<file path="src/rtl/multicycle_ctrl.sv">
// Multi-cycle control FSM for the RV64 datapath: sequences fetch, decode, execute,
// memory and writeback, handles imem/dmem handshakes with a bus timeout, and counts retirements.
module multicycle_ctrl #(
    parameter int TIMEOUT = 16,
    parameter int CNT_W   = 32
) (
    input  logic             clk,
    input  logic             reset,
    input  logic [6:0]       opcode,
    input  logic [2:0]       funct3,
    input  logic             zero,
    input  logic             imem_ready,
    input  logic             dmem_ready,
    output logic             imem_req,
    output logic             ir_write,
    output logic             dmem_req,
    output logic             mem_read,
    output logic             mem_write,
    output logic             pc_write,
    output logic             branch,
    output logic             alu_src,
    output logic [1:0]       alu_op,
    output logic             mem_to_reg,
    output logic             reg_write,
    output logic             halted,
    output logic [1:0]       trap_cause,
    output logic [CNT_W-1:0] instret
);

    localparam int WAIT_W = (TIMEOUT > 0) ? $clog2(TIMEOUT + 1) : 1;
    localparam logic [WAIT_W-1:0] TIMEOUT_V = WAIT_W'(TIMEOUT);

    typedef enum logic [2:0] {
        S_FETCH,
        S_DECODE,
        S_EXECUTE,
        S_MEM,
        S_WRITEBACK,
        S_TRAP
    } state_t;

    typedef enum logic [2:0] {
        C_NONE,
        C_R,
        C_I,
        C_LOAD,
        C_STORE,
        C_BR
    } class_t;

    state_t              r_state;
    class_t              r_class;
    logic [WAIT_W-1:0]   r_wait;
    logic [CNT_W-1:0]    r_instret;
    logic [1:0]          r_trapCause;

    class_t              w_decClass;
    logic                w_timeout;
    logic                w_imemReq;
    logic                w_irWrite;
    logic                w_dmemReq;
    logic                w_memRead;
    logic                w_memWrite;
    logic                w_pcWrite;
    logic                w_branch;
    logic                w_aluSrc;
    logic [1:0]          w_aluOp;
    logic                w_memToReg;
    logic                w_regWrite;
    logic                w_halted;

    // Branches only support BEQ/BNE; any other funct3 is treated as illegal.
    always_comb begin
        w_decClass = C_NONE;
        case (opcode)
            7'b0110011: w_decClass = C_R;
            7'b0010011: w_decClass = C_I;
            7'b0000011: w_decClass = C_LOAD;
            7'b0100011: w_decClass = C_STORE;
            7'b1100011: w_decClass = (funct3 == 3'b000 || funct3 == 3'b001) ? C_BR : C_NONE;
            default:    w_decClass = C_NONE;
        endcase
    end

    assign w_timeout = (TIMEOUT > 0) && (r_wait == TIMEOUT_V);

    always_comb begin
        w_imemReq  = 1'b0;
        w_irWrite  = 1'b0;
        w_dmemReq  = 1'b0;
        w_memRead  = 1'b0;
        w_memWrite = 1'b0;
        w_pcWrite  = 1'b0;
        w_branch   = 1'b0;
        w_aluSrc   = 1'b0;
        w_aluOp    = 2'b00;
        w_memToReg = 1'b0;
        w_regWrite = 1'b0;
        w_halted   = 1'b0;
        case (r_state)
            S_FETCH: begin
                w_imemReq = 1'b1;
                w_irWrite = imem_ready;
            end
            S_EXECUTE: begin
                case (r_class)
                    C_R: w_aluOp = 2'b10;
                    C_I: begin
                        w_aluSrc = 1'b1;
                        w_aluOp  = 2'b10;
                    end
                    C_LOAD, C_STORE: w_aluSrc = 1'b1;
                    C_BR: begin
                        w_aluOp   = 2'b01;
                        w_pcWrite = 1'b1;
                        w_branch  = (funct3 == 3'b000) ? zero : ~zero;
                    end
                    default: ;
                endcase
            end
            // Operand mux is held so the effective address stays stable across the wait.
            S_MEM: begin
                w_dmemReq  = 1'b1;
                w_memRead  = (r_class == C_LOAD);
                w_memWrite = (r_class == C_STORE);
                w_aluSrc   = 1'b1;
                w_pcWrite  = (r_class == C_STORE) && dmem_ready;
            end
            S_WRITEBACK: begin
                w_regWrite = 1'b1;
                w_pcWrite  = 1'b1;
                w_memToReg = (r_class == C_LOAD);
            end
            S_TRAP: w_halted = 1'b1;
            default: ;
        endcase
    end

    always_ff @(posedge clk) begin
        if (reset) begin
            r_state     <= S_FETCH;
            r_class     <= C_NONE;
            r_wait      <= '0;
            r_instret   <= '0;
            r_trapCause <= 2'b00;
        end else begin
            r_wait <= '0;
            if (w_pcWrite) begin
                r_instret <= r_instret + CNT_W'(1);
            end
            case (r_state)
                S_FETCH: begin
                    if (imem_ready) begin
                        r_state <= S_DECODE;
                    end else if (w_timeout) begin
                        r_state     <= S_TRAP;
                        r_trapCause <= 2'b10;
                    end else if (TIMEOUT > 0) begin
                        r_wait <= r_wait + WAIT_W'(1);
                    end
                end
                S_DECODE: begin
                    r_class <= w_decClass;
                    if (w_decClass == C_NONE) begin
                        r_state     <= S_TRAP;
                        r_trapCause <= 2'b01;
                    end else begin
                        r_state <= S_EXECUTE;
                    end
                end
                S_EXECUTE: begin
                    case (r_class)
                        C_BR:            r_state <= S_FETCH;
                        C_LOAD, C_STORE: r_state <= S_MEM;
                        default:         r_state <= S_WRITEBACK;
                    endcase
                end
                S_MEM: begin
                    if (dmem_ready) begin
                        r_state <= (r_class == C_LOAD) ? S_WRITEBACK : S_FETCH;
                    end else if (w_timeout) begin
                        r_state     <= S_TRAP;
                        r_trapCause <= 2'b11;
                    end else if (TIMEOUT > 0) begin
                        r_wait <= r_wait + WAIT_W'(1);
                    end
                end
                S_WRITEBACK: r_state <= S_FETCH;
                S_TRAP:      r_state <= S_TRAP;
                default:     r_state <= S_FETCH;
            endcase
        end
    end

    // Reset forces every output low immediately, even mid-handshake.
    assign imem_req   = ~reset & w_imemReq;
    assign ir_write   = ~reset & w_irWrite;
    assign dmem_req   = ~reset & w_dmemReq;
    assign mem_read   = ~reset & w_memRead;
    assign mem_write  = ~reset & w_memWrite;
    assign pc_write   = ~reset & w_pcWrite;
    assign branch     = ~reset & w_branch;
    assign alu_src    = ~reset & w_aluSrc;
    assign alu_op     = reset ? 2'b00 : w_aluOp;
    assign mem_to_reg = ~reset & w_memToReg;
    assign reg_write  = ~reset & w_regWrite;
    assign halted     = ~reset & w_halted;
    assign trap_cause = reset ? 2'b00 : r_trapCause;
    assign instret    = reset ? '0 : r_instret;

endmodule

</file>
<file path="config.mk">
export PLATFORM = sky130hd
export DESIGN_NAME = multicycle_ctrl
export DESIGN_NICKNAME = d
export VERILOG_FILES = /design/src/rtl/multicycle_ctrl.sv
export SDC_FILE = /design/constraint.sdc
export NUM_CORES = 1
export LEC_CHECK = 0
export ABC_AREA = 1
export CAP_MARGIN = 0
export CORE_MARGIN = 1.5
export CORE_UTILIZATION = 50
export CTS_CLUSTER_SIZE = 12
export DETAILED_ROUTE_END_ITERATION = 6
export HOLD_SLACK_MARGIN = 0.1
export PLACE_DENSITY = 0.78
export SLEW_MARGIN = 20
export SYNTH_ARGS = -nofsm -noshare
export SYNTH_HDL_FRONTEND = slang
export SYNTH_SLANG_ARGS = --single-unit
</file>
<file path="constraint.sdc">
create_clock -name clk -period 2.9 [get_ports clk]
set_input_delay 0.58 -clock clk [delete_from_list [all_inputs] [get_ports clk]]
set_output_delay 0.58 -clock clk [all_outputs]
set_load 0.03 [all_outputs]
</file>
**Word-level counts from Yosys, hierarchy flattened**

Index checks and enable logic that the tools add are counted.

- Add/sub/neg operators: 2
- Equality and inequality tests: 22
- Bitwise operators: 13
- Mux-type cells: 39
- Reduce and logical (&&, ||, !) cells: 10

Operator list:

| cell | number |
|---|---|
| 32-bit by 1-bit adder with 32-bit output (second input constant) | 1 |
| 32-bit two-way mux | 1 |
| 3-bit one-hot mux with 5 select lines | 2 |
| 3-bit two-way mux | 6 |
| 2-bit two-way mux | 8 |
| 5-bit two-way mux | 3 |
| 7-bit by 6-bit == test with 1-bit output (second input constant) | 2 |
| 1-bit two-way mux | 13 |
| 3-bit by 2-bit == test with 1-bit output (second input constant) | 4 |
| 3-bit == test (second input constant) | 4 |
| 1-bit AND | 11 |
| 2-bit inequality test (second input constant) | 5 |
| 5-bit one-hot mux with 2 select lines | 1 |
| 3-bit by 1-bit == test with 1-bit output (second input constant) | 3 |
| 3-bit zero test | 3 |
| 7-bit by 2-bit == test with 1-bit output (second input constant) | 1 |
| 7-bit by 5-bit == test with 1-bit output (second input constant) | 1 |
| 7-bit == test (second input constant) | 1 |
| 2-bit one-hot mux with 3 select lines | 1 |
| 3-bit one-hot mux with 2 select lines | 1 |
| 6-bit AND reduction | 1 |
| 5-bit by 1-bit adder with 5-bit output (second input constant) | 1 |
| 5-bit == test (second input constant) | 1 |
| 2-bit one-hot mux with 2 select lines | 1 |
| 8 further kinds | 10 |

- Flip-flop bits (word level): 45
- Word-level logic and storage cells: 91
- Input port bits: 15
- Output and inout port bits: 47

**Logic depth before layout (Yosys ltp)**

- Word-level depth: 7
- Depth in mapped cells: 13
- Mapped depth without buffers: 11

**Worst setup path before layout**

Ideal clock, no wire load.

- Kind: input to output
- Start point: input port reset
- End point: output port alu_op[1]
- Path buffers: 2
- Stages on the path: 3
- Data required time: 2320 ps
- Arrival time: 1937 ps
- Path slack: 383 ps
- Cells stage by stage: clkbuf_1 -> buf_2 -> nor4_1

- Longest elaborated chain between the ends: 1

RTL lines:

| element | line | source |
|---|---|---|
| start, declared | 8 | `input logic reset,` |
| 2-bit two-way mux | 204 | `assign alu_op = reset ? 2'b00 : w_aluOp;` |
| end, declared | 22 | `output logic [1:0] alu_op,` |

Every way passes these cells.

**Final worst setup path**

- Start point: input port funct3[1]
- End point: output port branch

- Longest elaborated chain between the ends: 5

RTL lines:

| element | line | source |
|---|---|---|
| start, declared | 10 | `input logic [2:0] funct3,` |
| 3-bit zero test | 116 | `w_branch = (funct3 == 3'b000) ? zero : ~zero;` |
| 1-bit two-way mux | 116 |  |
| 1-bit two-way mux | 106 | `case (r_class)` |
| 1-bit two-way mux | 100 | `case (r_state)` |
| 1-bit AND | 202 | `assign branch = ~reset & w_branch;` |
| end, declared | 20 | `output logic branch,` |

Every way passes these cells.

==> report_table.html <==
<table>
<tr><th>Metric</th><th>Value</th></tr>
<tr><th colspan="2">Outcome</th></tr>
<tr><td>Run status</td><td>completed</td></tr>
<tr><th colspan="2">Finish</th></tr>
<tr><td>Layout cell share with drive strength beyond 1</td><td>8.044%</td></tr>
<tr><td>Final-stage net count</td><td>564</td></tr>
<tr><td>Utilization after layout</td><td>66.38%</td></tr>
<tr><td>Count of filler cells inserted in the layout</td><td>556</td></tr>
<tr><td>Area delta synth-&gt;final</td><td>25.32%</td></tr>
<tr><td>Antenna Cells</td><td>0</td></tr>
<tr><th colspan="2">Flow run</th></tr>
<tr><td>Total of max-cap violations</td><td>0</td></tr>
<tr><th colspan="2">Power</th></tr>
<tr><td>VDD IR-drop max</td><td>0.0002981 V</td></tr>
<tr><td>Part of the total power dissipated in sequential elements</td><td>45.8%</td></tr>
<tr><td>Fraction of power consumed by the clock network</td><td>33.3%</td></tr>
<tr><td>Pint</td><td>1.006 mW</td></tr>
<tr><td>Sw Share</td><td>31.36%</td></tr>
<tr><td>Power density cells</td><td>393.7 mW/mm²</td></tr>
<tr><td>Net load switching power</td><td>459.7 µW</td></tr>
<tr><td>Logic gate share of total power</td><td>20.9%</td></tr>
<tr><td>Static Leakage</td><td>1.349 nW</td></tr>
<tr><th colspan="2">Clocking</th></tr>
<tr><td>Sink Count</td><td>45</td></tr>
<tr><td>Clk Latency, worst-skew pair</td><td>0.30 ns</td></tr>
<tr><td>CTS tree</td><td>done</td></tr>
<tr><td>Level count of the clock H-tree</td><td>2</td></tr>
<tr><td>Number of buffers added for setup after CTS</td><td>0</td></tr>
<tr><td>Cell at the root of the clock tree</td><td>sky130_fd_sc_hd__clkbuf_8</td></tr>
<tr><td>Maximum clock path buffer count</td><td>2</td></tr>
<tr><td>Inserted Clock Buffers</td><td>5</td></tr>
<tr><td>Hold buffers post-CTS</td><td>0</td></tr>
<tr><td>Post-cts resize count</td><td>0</td></tr>
<tr><td>Register clock-pin slew on the reported worst setup and hold paths</td><td>0.09 ns</td></tr>
<tr><th colspan="2">STA</th></tr>
<tr><td>Final clock skew</td><td>0.007329 ns</td></tr>
<tr><td>Post-Route Setup TNS</td><td>0 ns</td></tr>
<tr><td>Measured slew at the worst slew-check pin</td><td>0.3992 ns</td></tr>
<tr><td>Tightest hold margin</td><td>0.4653 ns</td></tr>
<tr><td>Worst Setup Slack, final</td><td>0.1125 ns</td></tr>
<tr><td>Maximum operating frequency</td><td>358.7 MHz</td></tr>
<tr><td>Post-route minimum period</td><td>2.787 ns</td></tr>
<tr><td>Max Slew Vio Count</td><td>0</td></tr>
<tr><td>RSZ-0062 raised after global routing</td><td>false</td></tr>
<tr><td>Final setup violation count</td><td>0</td></tr>
<tr><td>Post-route fraction of the period consumed by the critical path</td><td>96.12%</td></tr>
<tr><td>Relative slew slack</td><td>73.14%</td></tr>
<tr><td>Hold violation total from the final report</td><td>0</td></tr>
<tr><th colspan="2">Setup path</th></tr>
<tr><td>Most repeated library cell on the critical path</td><td>sky130_fd_sc_hd__clkdlybuf4s50_1</td></tr>
<tr><td>Slowest library cell on the worst path</td><td>sky130_fd_sc_hd__clkdlybuf4s50_1</td></tr>
<tr><td>Signal arrival time at the worst endpoint</td><td>2.21 ns</td></tr>
<tr><td>Category of cells accounting for the largest share of critical-path delay</td><td>buffers and inverters</td></tr>
<tr><td>Type of element launching the critical path</td><td>input port</td></tr>
<tr><td>Worst path cell trace</td><td>clkdlybuf4s50_1 -&gt; nor3_1 -&gt; xnor2_1 -&gt; and2_1 -&gt; clkdlybuf4s50_1</td></tr>
<tr><td>Crit. path cell count</td><td>5</td></tr>
<tr><td>CP required</td><td>2.32 ns</td></tr>
<tr><td>CP endpoint kind</td><td>output port</td></tr>
<tr><td>CP Buf/Inv Count</td><td>2</td></tr>
<tr><td>Cells on worst reg2reg path</td><td>10</td></tr>
<tr><td>CP max stage delay</td><td>0.66 ns</td></tr>
<tr><td>Type of the setup path with the least slack</td><td>in2out</td></tr>
<tr><td>Critical Path Fanout Max</td><td>2</td></tr>
<tr><th colspan="2">Logic synthesis</th></tr>
<tr><td>Share of async-settable or async-resettable flops after synthesis</td><td>0%</td></tr>
<tr><td>Post-synthesis instance total</td><td>489</td></tr>
<tr><td>Number of register bits inferred by synthesis</td><td>45</td></tr>
<tr><td>Syn_nets</td><td>507</td></tr>
<tr><td>Yosys Warn Count</td><td>0</td></tr>
<tr><td>Number of distinct standard cells referenced by the synthesized netlist</td><td>40</td></tr>
<tr><td>Number of synthesized flops with an enable pin</td><td>0</td></tr>
<tr><td>Mean instance size in the synthesized netlist</td><td>6.074 µm²</td></tr>
<tr><td>Area share of the leading cell type in the synthesized netlist</td><td>30.33%</td></tr>
<tr><td>Post-synthesis cell type with the largest combined area</td><td>sky130_fd_sc_hd__dfxtp_1</td></tr>
<tr><td>Syn Std Cell Area</td><td>0.002970 mm²</td></tr>
<tr><td>Most used flip-flop cell after synthesis</td><td>sky130_fd_sc_hd__dfxtp_1</td></tr>
<tr><td>Post-synthesis sequential area ratio</td><td>30.33%</td></tr>
<tr><td>Dominant cells by area after synthesis</td><td>sky130_fd_sc_hd__dfxtp_1 (30%), sky130_fd_sc_hd__nand2_1 (14%), sky130_fd_sc_hd__nor2_1 (13%), sky130_fd_sc_hd__inv_1 (8.1%), sky130_fd_sc_hd__a21oi_1 (5.7%)</td></tr>
<tr><th colspan="2">Floorplan</th></tr>
<tr><td>Initial cell density of the core</td><td>52.97%</td></tr>
<tr><td>Ports</td><td>62</td></tr>
<tr><td>Die outline area</td><td>0.006412 mm²</td></tr>
<tr><td>Vert. Die Dim</td><td>80.08 µm</td></tr>
<tr><td>Core region area</td><td>0.005608 mm²</td></tr>
<tr><td>Total number of placement rows</td><td>27</td></tr>
<tr><td>Width of the die</td><td>80.08 µm</td></tr>
<tr><th colspan="2">Placement</th></tr>
<tr><td>DPL Wire Length</td><td>5700 µm</td></tr>
<tr><td>Routability-driven placement congestion ratio</td><td>0.9389</td></tr>
<tr><td>Count of input and output buffers</td><td>61</td></tr>
<tr><td>Dpl ws</td><td>0.1087 ns</td></tr>
<tr><th colspan="2">Global route</th></tr>
<tr><td>Total grt overflow</td><td>0</td></tr>
<tr><td>Maximum number of pins on one net before global-route repair</td><td>45</td></tr>
<tr><td>Antenna violations before repair</td><td>0</td></tr>
<tr><td>Via count of the first global-routing pass</td><td>2961</td></tr>
<tr><td>Wire length of the first global-routing pass</td><td>12690 µm</td></tr>
<tr><td>Overall track demand over capacity in global routing</td><td>24.69%</td></tr>
<tr><th colspan="2">Drt</th></tr>
<tr><td>Routed WL per cell</td><td>12.11 µm</td></tr>
<tr><td># DRC</td><td>0</td></tr>
<tr><td>Drt pass-1 iters</td><td>5</td></tr>
<tr><td>Routed via count</td><td>3224</td></tr>
<tr><td>Remaining number of nets flagged by the antenna check after routing</td><td>0</td></tr>
<tr><td>Vias per cell</td><td>5.208</td></tr>
<tr><td>Aggregate routed wire length</td><td>7493 µm</td></tr>
<tr><td>Drt initial violations</td><td>215</td></tr>
<tr><th colspan="2">Worst hold path</th></tr>
<tr><td>WHS Path Cells</td><td>2</td></tr>
<tr><td>Type of the tightest min-delay check</td><td>reg2reg</td></tr>
</table>
worst min-delay path: cells and delay by family (launching register included):
family,cells,cell delay [ns]
compound gates,1,0.06
buf+inv,1,0.06
flops,1,0.31
final cells by class:
cell class | count | area [µm²] | area share [%]
Multi-Input combinational cell | 361 | 1719 | 46.18
Clock buffer | 5 | 68.82 | 1.849
Sequential cell | 45 | 902.1 | 24.24
Clock inverter | 3 | 46.29 | 1.244
Tap cell | 72 | 90.09 | 2.420
Inverter | 68 | 257.7 | 6.924
Timing Repair Buffer | 65 | 638.1 | 17.14
per-layer routing:
layer | global-route usage [%] | up-vias | routed length (µm)
li1 | - | 1658 | -
met1 | 28.82 | 1442 | 3155
met2 | 46.05 | 111 | 3867
met3 | 3.977 | 13 | 354
met4 | 6.724 | 0 | 116
met5 | 0 | - | 0
sequential cells by signal, summed over array words and instances, names as in the netlist:
register / cells
r_instret: 32
r_class: 3
r_trapCause: 2
r_state: 3
r_wait: 5
cells by family after synthesis:
family	share of synthesized area, %
flops	30.33
fa+ha+maj	1.264
compound gates	10.32
simple gates	45.11
buf+inv	11.79
xor+xnor	1.180
cells in the mapped netlist (2+ instances only):
library cell / n
sky130_fd_sc_hd__nor3_2: 4
sky130_fd_sc_hd__buf_2: 2
sky130_fd_sc_hd__buf_1: 3
sky130_fd_sc_hd__inv_2: 2
sky130_fd_sc_hd__nor3b_1: 2
sky130_fd_sc_hd__dfxtp_1: 45
sky130_fd_sc_hd__buf_6: 2
sky130_fd_sc_hd__xnor2_1: 2
sky130_fd_sc_hd__buf_4: 2
sky130_fd_sc_hd__nor3_1: 20
sky130_fd_sc_hd__nand3b_1: 2
sky130_fd_sc_hd__a31oi_1: 2
sky130_fd_sc_hd__nand3_1: 31
sky130_fd_sc_hd__nor4_1: 2
sky130_fd_sc_hd__nand2_1: 110
sky130_fd_sc_hd__nor2_4: 4
sky130_fd_sc_hd__nor2_1: 103
sky130_fd_sc_hd__nand2_4: 3
sky130_fd_sc_hd__and3_1: 2
sky130_fd_sc_hd__o21ai_0: 13
sky130_fd_sc_hd__xor2_1: 2
sky130_fd_sc_hd__nand4_1: 5
sky130_fd_sc_hd__clkbuf_1: 5
sky130_fd_sc_hd__a21oi_1: 34
sky130_fd_sc_hd__inv_1: 64
sky130_fd_sc_hd__nand2_2: 2
sky130_fd_sc_hd__nor2_2: 5
sky130_fd_sc_hd__ha_1: 3
sky130_fd_sc_hd__o21ai_2: 2
worst paths after layout:
| kind | startpoint | to | slack (ns) |
|---|---|---|---|
| worst max register to register | r_state[0]$_SDFF_PP0_ | r_instret[14]$_SDFFE_PP0P_ | 1.02 |
| worst min register to register | r_trapCause[0]$_SDFFE_PP0P_ | r_trapCause[0]$_SDFFE_PP0P_ | 0.47 |
| worst min-delay path | r_trapCause[0]$_SDFFE_PP0P_ | r_trapCause[0]$_SDFFE_PP0P_ | 0.47 |
| worst max-delay path | funct3[1] | branch | 0.11 |
power by group through the flow:
stage	logic [mW]	clock network [mW]	registers (mW)
floorplan	0.241	0	0.673
global placement	0.299	0	0.686
detailed placement	0.305	0	0.686
CTS	0.306	0.499	0.671
global route	0.337	0.525	0.676
finish	0.306	0.488	0.671
stage by stage:
step                      cells  instance area, µm²  power (mW)
final                       619                3722       1.466
after global placement      611                3606      0.9843
after floorplan             489                2970      0.9142
after CTS                   619                3721       1.476
after detailed placement    611                3606      0.9903
after global routing        619                3722       1.539
placed cells by master (no fill, tap or decap), types with 2 or more instances in the layout:
master                              n
sky130_fd_sc_hd__nand3b_1           2
sky130_fd_sc_hd__inv_2              2
sky130_fd_sc_hd__nand2_1          110
sky130_fd_sc_hd__nand2_4            3
sky130_fd_sc_hd__nor3_2             4
sky130_fd_sc_hd__nor2_1           103
sky130_fd_sc_hd__o21ai_0           13
sky130_fd_sc_hd__dfxtp_1           44
sky130_fd_sc_hd__xnor2_1            2
sky130_fd_sc_hd__o21ai_2            2
sky130_fd_sc_hd__nand3_1           31
sky130_fd_sc_hd__nor3b_1            2
sky130_fd_sc_hd__nor2_4             4
sky130_fd_sc_hd__xor2_1             2
sky130_fd_sc_hd__a31oi_1            2
sky130_fd_sc_hd__nand4_1            5
sky130_fd_sc_hd__nand2_2            2
sky130_fd_sc_hd__nor3_1            20
sky130_fd_sc_hd__nor4_1             2
sky130_fd_sc_hd__buf_4              7
sky130_fd_sc_hd__clkdlybuf4s50_1   56
sky130_fd_sc_hd__clkbuf_8           5
sky130_fd_sc_hd__inv_1             64
sky130_fd_sc_hd__and3_1             2
sky130_fd_sc_hd__a21oi_1           34
sky130_fd_sc_hd__nor2_2             5
sky130_fd_sc_hd__ha_1               3
Power figures use the tool's default switching activity.
